==> src/rtl/x_counter_ctrl.sv <==
// x_counter_ctrl: timer controller that sequences a WIDTH-bit up-counter.
// The host controls it with start, stop and clear commands. It also provides
// a programmable prescaler, a terminal period, and one-shot or periodic mode.
//
// Ports:
//   i_clk, i_rst           clock; asynchronous active-high reset
//   i_cmd_valid/o_cmd_ready command handshake; ready is registered and
//                           drops for one cycle after every accept
//   i_cmd, i_cmd_data       opcode and payload
//   o_count                 current count
//   o_running, o_done       state flags (RUN, DONE)
//   o_expire                one-cycle pulse after a terminal step
module x_counter_ctrl #(
  parameter int WIDTH = 32,
  parameter int PRE_W = 8
) (
  input  logic             i_clk,
  input  logic             i_rst,
  input  logic             i_cmd_valid,
  output logic             o_cmd_ready,
  input  logic [2:0]       i_cmd,
  input  logic [WIDTH-1:0] i_cmd_data,
  output logic [WIDTH-1:0] o_count,
  output logic             o_running,
  output logic             o_done,
  output logic             o_expire
);

  typedef enum logic [1:0] {IDLE, RUN, PAUSE, DONE} state_t;

  localparam logic [2:0] CMD_START    = 3'd0;
  localparam logic [2:0] CMD_STOP     = 3'd1;
  localparam logic [2:0] CMD_CLEAR    = 3'd2;
  localparam logic [2:0] CMD_LD_PER   = 3'd3;
  localparam logic [2:0] CMD_LD_PRE   = 3'd4;
  localparam logic [2:0] CMD_LD_CNT   = 3'd5;

  state_t           state_q, state_d;
  logic [WIDTH-1:0] count_q, count_d;
  logic [WIDTH-1:0] period_q, period_d;
  logic [PRE_W-1:0] pre_q, pre_d;
  logic [PRE_W-1:0] prescale_q, prescale_d;
  logic             mode_q, mode_d;       // 1 = periodic
  logic             expire_q, expire_d;
  logic             ready_q, ready_d;
  logic             accept;

  always_ff @(posedge i_clk or posedge i_rst) begin
    if (i_rst) begin
      state_q    <= IDLE;
      count_q    <= '0;
      period_q   <= '1;
      pre_q      <= '0;
      prescale_q <= '0;
      mode_q     <= 1'b0;
      expire_q   <= 1'b0;
      ready_q    <= 1'b1;
    end else begin
      state_q    <= state_d;
      count_q    <= count_d;
      period_q   <= period_d;
      pre_q      <= pre_d;
      prescale_q <= prescale_d;
      mode_q     <= mode_d;
      expire_q   <= expire_d;
      ready_q    <= ready_d;
    end
  end

  always_comb begin
    state_d    = state_q;
    count_d    = count_q;
    period_d   = period_q;
    pre_d      = pre_q;
    prescale_d = prescale_q;
    mode_d     = mode_q;
    expire_d   = 1'b0;
    accept     = i_cmd_valid & ready_q;
    // Ready goes low for the cycle after an accept, so accepts happen at most every other cycle.
    ready_d    = ~accept;

    if (accept) begin
      // A command cycle replaces the step: only the command's own effect lands.
      case (i_cmd)
        CMD_START: begin
          mode_d = i_cmd_data[0];
          case (state_q)
            IDLE, PAUSE: state_d = RUN;        // resume, keep count/pre_q
            DONE: begin
              state_d = RUN;
              count_d = '0;
              pre_d   = '0;
            end
            default: ;                         // already running: mode only
          endcase
        end
        CMD_STOP: if (state_q == RUN) state_d = PAUSE;
        CMD_CLEAR: begin
          state_d = IDLE;
          count_d = '0;
          pre_d   = '0;
        end
        CMD_LD_PER: period_d   = i_cmd_data;
        CMD_LD_PRE: prescale_d = i_cmd_data[PRE_W-1:0];
        CMD_LD_CNT: if (state_q == IDLE || state_q == PAUSE) count_d = i_cmd_data;
        default: ;
      endcase
    end else if (state_q == RUN) begin
      if (pre_q == prescale_q) begin
        pre_d = '0;
        // The >= test also catches a period lowered below the count.
        // It also means count+1 can never wrap.
        if (count_q >= period_q) begin
          expire_d = 1'b1;
          if (mode_q) count_d = '0;
          else        state_d = DONE;
        end else begin
          count_d = count_q + WIDTH'(1);
        end
      end else begin
        pre_d = pre_q + PRE_W'(1);
      end
    end
  end

  assign o_cmd_ready = ready_q;
  assign o_count     = count_q;
  assign o_running   = (state_q == RUN);
  assign o_done      = (state_q == DONE);
  assign o_expire    = expire_q;

endmodule

==> config.mk <==
export PLATFORM = sky130hd
export DESIGN_NAME = x_counter_ctrl
export DESIGN_NICKNAME = d
export VERILOG_FILES = /design/src/rtl/x_counter_ctrl.sv
export SDC_FILE = /design/constraint.sdc
export NUM_CORES = 1
export LEC_CHECK = 0
export ABC_AREA = 0
export CAP_MARGIN = 20
export CORE_MARGIN = 1.5
export CORE_UTILIZATION = 30
export CTS_BUF_LIST = sky130_fd_sc_hd__clkbuf_8
export CTS_CLUSTER_SIZE = 25
export DETAILED_ROUTE_END_ITERATION = 6
export GPL_ROUTABILITY_DRIVEN = 0
export PLACE_DENSITY_LB_ADDON = 0.2
export SETUP_SLACK_MARGIN = 0.15
export SLEW_MARGIN = 10
export SYNTH_ARGS = -nofsm -noshare
export SYNTH_HDL_FRONTEND = slang
export SYNTH_SLANG_ARGS = --single-unit
export TNS_END_PERCENT = 50
==> constraint.sdc <==
create_clock -name i_clk -period 5.75 [get_ports i_clk]
set_clock_uncertainty 0.2 [all_clocks]
set_input_delay 0.8625 -clock i_clk [delete_from_list [all_inputs] [get_ports i_clk]]
set_output_delay 0.8625 -clock i_clk [all_outputs]
set_load 0.01 [all_outputs]
==> run metrics, run 1 <==
Setup Crit Path Kind register to register; 1st-iter DRT viols 304; Setup TNS 0 ns; Reg2Reg Depth 9; Period Utilization, post-route 64.30%; clock sink total 85; placed inst area 0.006156 mm^2; Syn Std Cell Area 0.005285 mm^2; largest net degree at the start of global routing 64; Power Dens Cells 349.0 mW/mm^2; synth warn 0; Synth cell types 63; Worst path slowest cell nand3_2; Pre-Repair DR Iteration Count 5; combinational share of power 35.2%; IO Port Bufs 73; root buffer cell clkbuf_8; minimum setup slack after placement 1.878 ns; final WL 14,720 um; TritonCTS clock tree built; Fin. Hold Viols 0; I/O pin count 74; hold buffers post-CTS 0; clk slew on worst S/H paths 0.09 ns; vias in the first global route 4,442; FMAX 270.5 MHz; Rel. slew slack 34.41%; crit path max fanout 34; Clock Latency Late Sink 0.37 ns; Main synth FF type dfrtp_1; Worst setup EP type register; Internal Pwr Total 1417 uW; antenna-violating nets left 0; WL/cell 17.18 um; placed insts 839; Hold Crit Depth 2; Worst VDD drop 151.1 uV; global route overflow 0; post-CTS setup buffer count 0; GRT Overall Usage 16.95%; number of synthesized register bits 85; Max-Cap Viols 0; min-delay src period_q[18]; Starting Density 30.66%; Antenna diodes 0; Clock Tree Buf Depth 2; die width 135.7 um; delay-heaviest family, CP compound AO/OA/AOI/OAI gates; first-pass GRT wire length 24,170 um; commonest non-fill, non-tap cells in the layout 75 x nand2_1, 73 x clkdlybuf4s50_1, 52 x o21ai_0, 52 x dfrtp_1, 49 x inv_1; Die Height 135.7 um; Final min period 3.697 ns; Filler Cells Inserted 1,740; # H-tree levels 3; share of cells above drive strength 1 13.92%; CTS-repair resized insts 0; die area 0.01842 mm^2; DR vias/cell 5.273; post-route DRC violation count 0; Tightest Hold Check Type register to register; worst r2r src period_q[30]; leakage dissipation 0.002628 uW; WP buf/inv 1; std cell rows 48; HPWL after DPL 10,430 um; reg2reg end o_count[14]; Layout area overhead 21.80%; Setup violations, final 0; clock share of power 23.4%; Post-Synthesis Cells 567; crit start category register; crit path setup slack, layout 2.053 ns; sw power 829.9 uW; unrepaired setup endpoints after global routing no; commonest non-fill, non-tap cell in the layout nand2_1; Vias 4,519; Final Max Slew Viols 0; Hold Path End period_q[18]; Layout Cells excl Fill 857; Num CTS Buffers 9; Reg power frac 41.4%; sequential element share of the synthesized area 41.03%; Tightest Pin Transition 0.9838 ns; CP Cell Sequence inv_1, ha_1, a21oi_1, nand2_1, a221o_1, a211oi_4, nand3_2, o41ai_2, a22o_1; Mean Syn Cell Area 9.321 um^2; Async SR Flop Fraction 100.0%; crit path DAT 3.81 ns; setup slack, reg-to-reg 2.05 ns; Layout Nets 699; final instance area 0.006437 mm^2; CP required 5.86 ns; area of the core 0.01724 mm^2; number of flops mapped to enable cells by yosys 0; syn_nets 639; initial antenna violation count 0; status finished clean; CP max stage delay 0.73 ns; sw frac 36.94%
## registers in the layout, indices dropped and copies added (netlist names)
register     flops
o_count         32
o_expire         1
state_q          2
prescale_q       8
period_q        32
pre_q            8
o_cmd_ready      1
mode_q           1
## cell type report
class / count / area, um^2 / area share [%]
well taps: 225 / 281.5 / 4.373
clock inverters: 7 / 115.1 / 1.788
repair buffers: 78 / 795.8 / 12.36
flip-flops and latches: 85 / 2168 / 33.68
clock buffers: 9 / 123.9 / 1.924
multi-input cells: 403 / 2764 / 42.93
inverters: 50 / 188.9 / 2.935
## stage by stage
step           utilization, %  hold WS (ns)  power [uW]
2_1_floorplan               -        0.2646        1409
3_3_place_gp            35.71        0.2901        1701
3_5_place_dp            35.71        0.2984        1723
4_1_cts                 37.10        0.3114        2261
5_1_grt                 37.35        0.3264        2410
6_report                37.35        0.3079        2247
## worst reg2reg max path, cell delays in order, from the launching register on
cell and delay, ns:
dfstp_2 0.52, inv_1 0.04, ha_1 0.30, a21oi_1 0.17, nand2_1 0.12, a221o_1 0.40, a211oi_4 0.39, nand3_2 0.73
o41ai_2 0.57, a22o_1 0.19
## how the worst max path moves through the flow
stage | endpoint | cells past startpoint | start
after floorplan | mode_q | 1 | i_rst
after global placement | o_count[26] | 8 | i_cmd_valid
after detailed placement | o_count[6] | 8 | i_cmd_valid
after CTS | o_count[4] | 9 | period_q[31]
after global routing | o_count[4] | 9 | period_q[30]
final | o_count[14] | 9 | period_q[30]
## cell families after synthesis
| family | Yosys count | share of synthesized area (%) |
|---|---|---|
| AO/OA/AOI/OAI | 178 | 24.15 |
| AND/OR/NAND/NOR | 170 | 16.10 |
| flip-flops | 85 | 41.03 |
| buffers and inverters | 79 | 6.699 |
| adder cells (fa/ha/maj) | 34 | 8.049 |
| multiplexers | 11 | 2.320 |
| XOR/XNOR | 10 | 1.657 |
## synthesized netlist by cell type (all sizes together) (7+ instances only)
library cell | n | area, um^2
nand3 | 24 | 135.1
o2bb2ai | 7 | 61.31
dfstp | 33 | 867.1
ha | 34 | 425.4
buf | 13 | 105.1
o21ai | 67 | 339.1
nand2 | 75 | 281.5
inv | 50 | 187.7
a211o | 9 | 78.83
nor2 | 18 | 67.56
xor2 | 8 | 70.07
nand4 | 10 | 62.56
o31ai | 15 | 157.7
and3 | 14 | 87.58
dfrtp | 52 | 1301
nor3 | 7 | 40.04
a22o | 22 | 192.7
clkbuf | 16 | 61.30
mux2 | 10 | 112.6
a21oi | 19 | 95.09
## layer usage
layer / wire (um) / share of wire, % / global-route usage [%] / vias up
met2: 6738 / 46 / 26.51 / 107
met3: 592 / 4.0 / 3.442 / 12
li1: - / - / - / 2179
met5: 0 / 0 / 0 / -
met1: 7226 / 49 / 23.74 / 2221
met4: 162 / 1.1 / 4.540 / 0
## power by group through the flow
stage / clock network, uW / registers [uW] / logic, uW
finish: 525 / 930 / 792
global route: 565 / 954 / 891
CTS: 540 / 933 / 787
detailed placement: 0 / 942 / 782
global placement: 0 / 940 / 761
floorplan: 0 / 912 / 498
(Power assumes the default switching activity.)
==> inputs of run 2 (changes only) <==
==> constraint.sdc (replaced) <==
create_clock -name i_clk -period 3.3 [get_ports i_clk]
set_clock_uncertainty 0.2 [all_clocks]
set_input_delay 0.495 -clock i_clk [delete_from_list [all_inputs] [get_ports i_clk]]
set_output_delay 0.495 -clock i_clk [all_outputs]
set_load 0.01 [all_outputs]
==> run 2 against run 1 <==
  * Clock-buffer cell count rose by 1
  * Hold slack got worse by 0.048 ns
  * Maximum frequency rose by 20%
==> run metrics, run 2 (synthesized netlist as in run 1, its figures left out) <==
status finished clean; root buffer cell clkbuf_8; Tightest Pin Transition 0.6174 ns; crit start category register; delay-heaviest family, CP simple AND/OR/NAND/NOR gates; Starting Density 30.66%; Hold Slack 0.2600 ns; Vias 4,573; crit path max fanout 15; unrepaired setup endpoints after global routing yes; clock share of power 18.6%; first-pass GRT wire length 24,500 um; placed insts 863; clock sink total 85; Die Height 135.7 um; crit path DAT 3.16 ns; vias in the first global route 4,504; HPWL after DPL 11,160 um; die area 0.01842 mm^2; Overall Power 3795 uW; post-CTS setup buffer count 0; 1st-iter DRT viols 311; CP required 3.37 ns; DR vias/cell 5.203; Tightest Hold Check Type input port to asynchronous set/reset pin; CP max stage delay 0.57 ns; Clock Latency Late Sink 0.39 ns; area of the core 0.01724 mm^2; Layout area overhead 24.15%; Reg power frac 41.5%; Filler Cells Inserted 1,723; Clock Tree Buf Depth 2; TritonCTS clock tree built; die width 135.7 um; Fin. Hold Viols 0; # H-tree levels 3; I/O pin count 74; IO Port Bufs 73; std cell rows 48; Power Dens Cells 578.5 mW/mm^2; Final min period 3.092 ns; Layout Cells excl Fill 879; global route overflow 0; sw power 1467 uW; Setup TNS 0 ns; final instance area 0.006561 mm^2; final WL 15,070 um; CP Cell Sequence inv_1, ha_1, nand4_1, nor4_2, o21ai_4, and3_1, buf_4, a32o_1, a22o_1; Worst path slowest cell nor4_2; commonest non-fill, non-tap cells in the layout 75 x nand2_1, 73 x clkdlybuf4s50_1, 52 x o21ai_0, 52 x dfrtp_1, 49 x inv_1; antenna-violating nets left 0; Worst VDD drop 205.2 uV; Num CTS Buffers 9; Setup violations, final 0; largest net degree at the start of global routing 41; Max-Cap Viols 0; WP buf/inv 2; GRT Overall Usage 17.27%; Period Utilization, post-route 93.70%; Worst setup EP type register; Rel. slew slack 58.84%; Setup Crit Path Kind register to register; Antenna diodes 0; initial antenna violation count 0; leakage dissipation 0.002711 uW; Internal Pwr Total 2328 uW; post-route DRC violation count 0; FMAX 323.4 MHz; share of cells above drive strength 1 16.82%; placed inst area 0.006361 mm^2; Final Max Slew Viols 0; Pre-Repair DR Iteration Count 5; combinational share of power 39.9%; sw frac 38.65%; commonest non-fill, non-tap cell in the layout nand2_1; WL/cell 17.14 um; hold buffers post-CTS 0; Layout Nets 721; clk slew on worst S/H paths 0.09 ns
## run 2: worst paths after layout
path                              start     endpoint  slack (ns)  depth (start not counted)
min reg2reg                 period_q[5]  period_q[5]        0.31                          2
min                               i_rst   state_q[1]        0.26                          2
max                        period_q[31]  o_count[15]        0.21                          9
min in group i_clk          period_q[5]  period_q[5]        0.31                          2
max in group asynchronous         i_rst  period_q[3]        1.90                          3
max reg2reg                period_q[31]  o_count[15]        0.21                          9
## run 2: metrics by stage
step	util, %	worst slack, ns
after floorplan	-	0.4661
after global routing	38.07	0.1298
after global placement	36.90	0.3210
final	38.07	0.2079
after CTS	37.94	0.1575
after detailed placement	36.90	0.1931
## run 2: cell type report
class | count | area [um^2] | share of cell area [%]
clock buffers | 10 | 137.6 | 2.098
clock inverters | 6 | 40.04 | 0.6102
repair buffers | 100 | 965.9 | 14.72
multi-input cells | 403 | 2779 | 42.35
well taps | 225 | 281.5 | 4.291
inverters | 50 | 188.9 | 2.879
flip-flops and latches | 85 | 2168 | 33.05
## run 2: layer usage
| layer | up-vias | wire length (um) | track usage, % |
|---|---|---|---|
| li1 | 2223 | - | - |
| met1 | 2247 | 7364 | 23.99 |
| met2 | 90 | 6886 | 26.76 |
| met3 | 13 | 649 | 3.704 |
| met4 | 0 | 165 | 5.317 |
| met5 | - | 0 | 0 |
## run 2: what timing repair did
item | in CTS | in global routing
endpoints found under the setup margin | 0 | 17
resized for setup | 0 | 4
hold endpoints to repair | 0 | 0
## run 2: power groups by stage
stage	clock (uW)	sequential (uW)	combinational (uW)
floorplan	0	1590	867
global placement	0	1590	1480
detailed placement	0	1590	1510
CTS	737	1580	1520
global route	776	1620	1690
finish	707	1570	1510
==> inputs of run 3 (changes only) <==
--- a/config.mk
+++ b/config.mk
@@ -8,11 +8,10 @@
 export ABC_AREA = 0
 export CAP_MARGIN = 20
 export CORE_MARGIN = 1.5
-export CORE_UTILIZATION = 30
+export CORE_UTILIZATION = 50
 export CTS_BUF_LIST = sky130_fd_sc_hd__clkbuf_8
 export CTS_CLUSTER_SIZE = 25
 export DETAILED_ROUTE_END_ITERATION = 6
-export GPL_ROUTABILITY_DRIVEN = 0
 export PLACE_DENSITY_LB_ADDON = 0.2
 export SETUP_SLACK_MARGIN = 0.15
 export SLEW_MARGIN = 10
==> run 3 against run 2 <==
  * Sequential share of layout area is 0.59 points higher
  * Clock-buffer cell count is 1 lower
  * Maximum frequency is 3.1% higher
  * Design area is 1.7% lower
  * Critical path type unchanged
==> run metrics, run 3 (synthesized netlist as in run 1, its figures left out) <==
die width 105.8 um; CP required 3.36 ns; sw frac 35.96%; worst r2r src period_q[31]; CP startpoint period_q[31]; commonest non-fill, non-tap cell in the layout nand2_1; Antenna diodes 0; Max-Cap Viols 0; Layout area overhead 22.04%; sw power 1420 uW; final WL 13,350 um; Num CTS Buffers 9; Clock Latency Late Sink 0.37 ns; final instance area 0.006450 mm^2; 1st-iter DRT viols 241; Filler Cells Inserted 889; clock sink total 85; clk slew on worst S/H paths 0.10 ns; Setup TNS 0 ns; Reg power frac 40.2%; Clock Tree Buf Depth 2; placed insts 767; TritonCTS clock tree built; largest net degree at the start of global routing 65; root buffer cell clkbuf_8; DR vias/cell 5.922; RePlAce Congestion 0.8786; Setup violations, final 0; Setup Crit Path Kind register to register; Rel. slew slack 59.17%; area of the core 0.01028 mm^2; share of cells above drive strength 1 16.07%; global route overflow 0; multi-input logic area 0.002764 mm^2; initial antenna violation count 0; Pre-Repair DR Iteration Count 5; HPWL after DPL 9589 um; crit path DAT 3.06 ns; crit start category register; Internal Pwr Total 2529 uW; Layout Nets 714; commonest non-fill, non-tap cells in the layout 75 x nand2_1, 73 x clkdlybuf4s50_1, 52 x o21ai_0, 51 x dfrtp_1, 49 x inv_1; unrepaired setup endpoints after global routing no; IO Port Bufs 73; antenna-violating nets left 0; FMAX 333.3 MHz; Tightest Hold Check Type input port to asynchronous set/reset pin; # H-tree levels 3; Vias 4,637; placed inst area 0.006210 mm^2; Fin. Hold Viols 0; std cell rows 37; Power Dens Cells 612.3 mW/mm^2; vias in the first global route 4,465; Die Height 105.8 um; GRT Overall Usage 24.81%; Hold Slack 0.2164 ns; combinational share of power 36.9%; post-route DRC violation count 0; Worst setup EP type register; first-pass GRT wire length 22,210 um; Final Max Slew Viols 0; Layout Cells excl Fill 783; status finished clean; clock share of power 22.9%; I/O pin count 74; die area 0.01120 mm^2; Worst VDD drop 279.9 uV; WL/cell 17.05 um; hold buffers post-CTS 0; Final min period 3.000 ns; Reg area 0.002170 mm^2; leakage dissipation 0.002708 uW; Tightest Pin Transition 0.6125 ns; Period Utilization, post-route 90.92%; crit path max fanout 47; Starting Density 51.42%
==> run 3: cell type report <==
class	count	share of cell area [%]
Multi-Input combinational cell	403	42.85
Inverter	50	2.929
Tap cell	136	2.638
Clock buffer	9	1.920
Timing Repair Buffer	93	14.24
Sequential cell	85	33.64
Clock inverter	7	1.785
==> run 3: repair_timing <==
action	CTS	global route
gates resized for setup	0	1
endpoints found under the setup margin	0	1
buffers inserted	0	0
==> run 3: critical path: stages (launching register included) <==
cell and delay (ns):
dfstp_2 0.52, inv_1 0.05, ha_1 0.29, nand4_1 0.20, nor2_1 0.08, a221o_1 0.36, a211oi_4 0.35, o311a_1 0.25
buf_12 0.23, o21ai_0 0.14, a22o_1 0.20
==> run 3: metal layers <==
layer	GRT usage, %	part of all wire (%)	vias up	wire [um]
met5	0	0	-	0
met2	38.82	47	151	6214
met4	7.239	1.5	0	204
met1	34.82	46	2263	6157
met3	5.071	5.8	19	777
li1	-	-	2204	-
==> run 3: metrics by stage <==
stage | setup slack [ns] | total power (uW) | util [%]
final | 0.2998 | 3949 | 62.76
after global placement | 0.3245 | 3002 | 60.42
after CTS | 0.2673 | 3960 | 62.75
after floorplan | 0.4661 | 2456 | -
after global routing | 0.1744 | 4207 | 62.76
after detailed placement | 0.2920 | 3049 | 60.42
==> run 3: power by group through the flow <==
stage	Clock, uW	Combinational (uW)	Sequential (uW)
finish	905	1460	1590
global route	965	1620	1620
CTS	918	1460	1580
detailed placement	0	1450	1600
global placement	0	1410	1590
floorplan	0	867	1590
==> run 3: final timing paths <==
path | to | slack (ns) | depth (start not counted)
max | o_count[6] | 0.30 | 10
min | o_count[25] | 0.22 | 2
max reg2reg | o_count[6] | 0.30 | 10
min reg2reg | period_q[13] | 0.31 | 2
max in group asynchronous | period_q[16] | 1.96 | 3
min in group i_clk | period_q[13] | 0.31 | 2
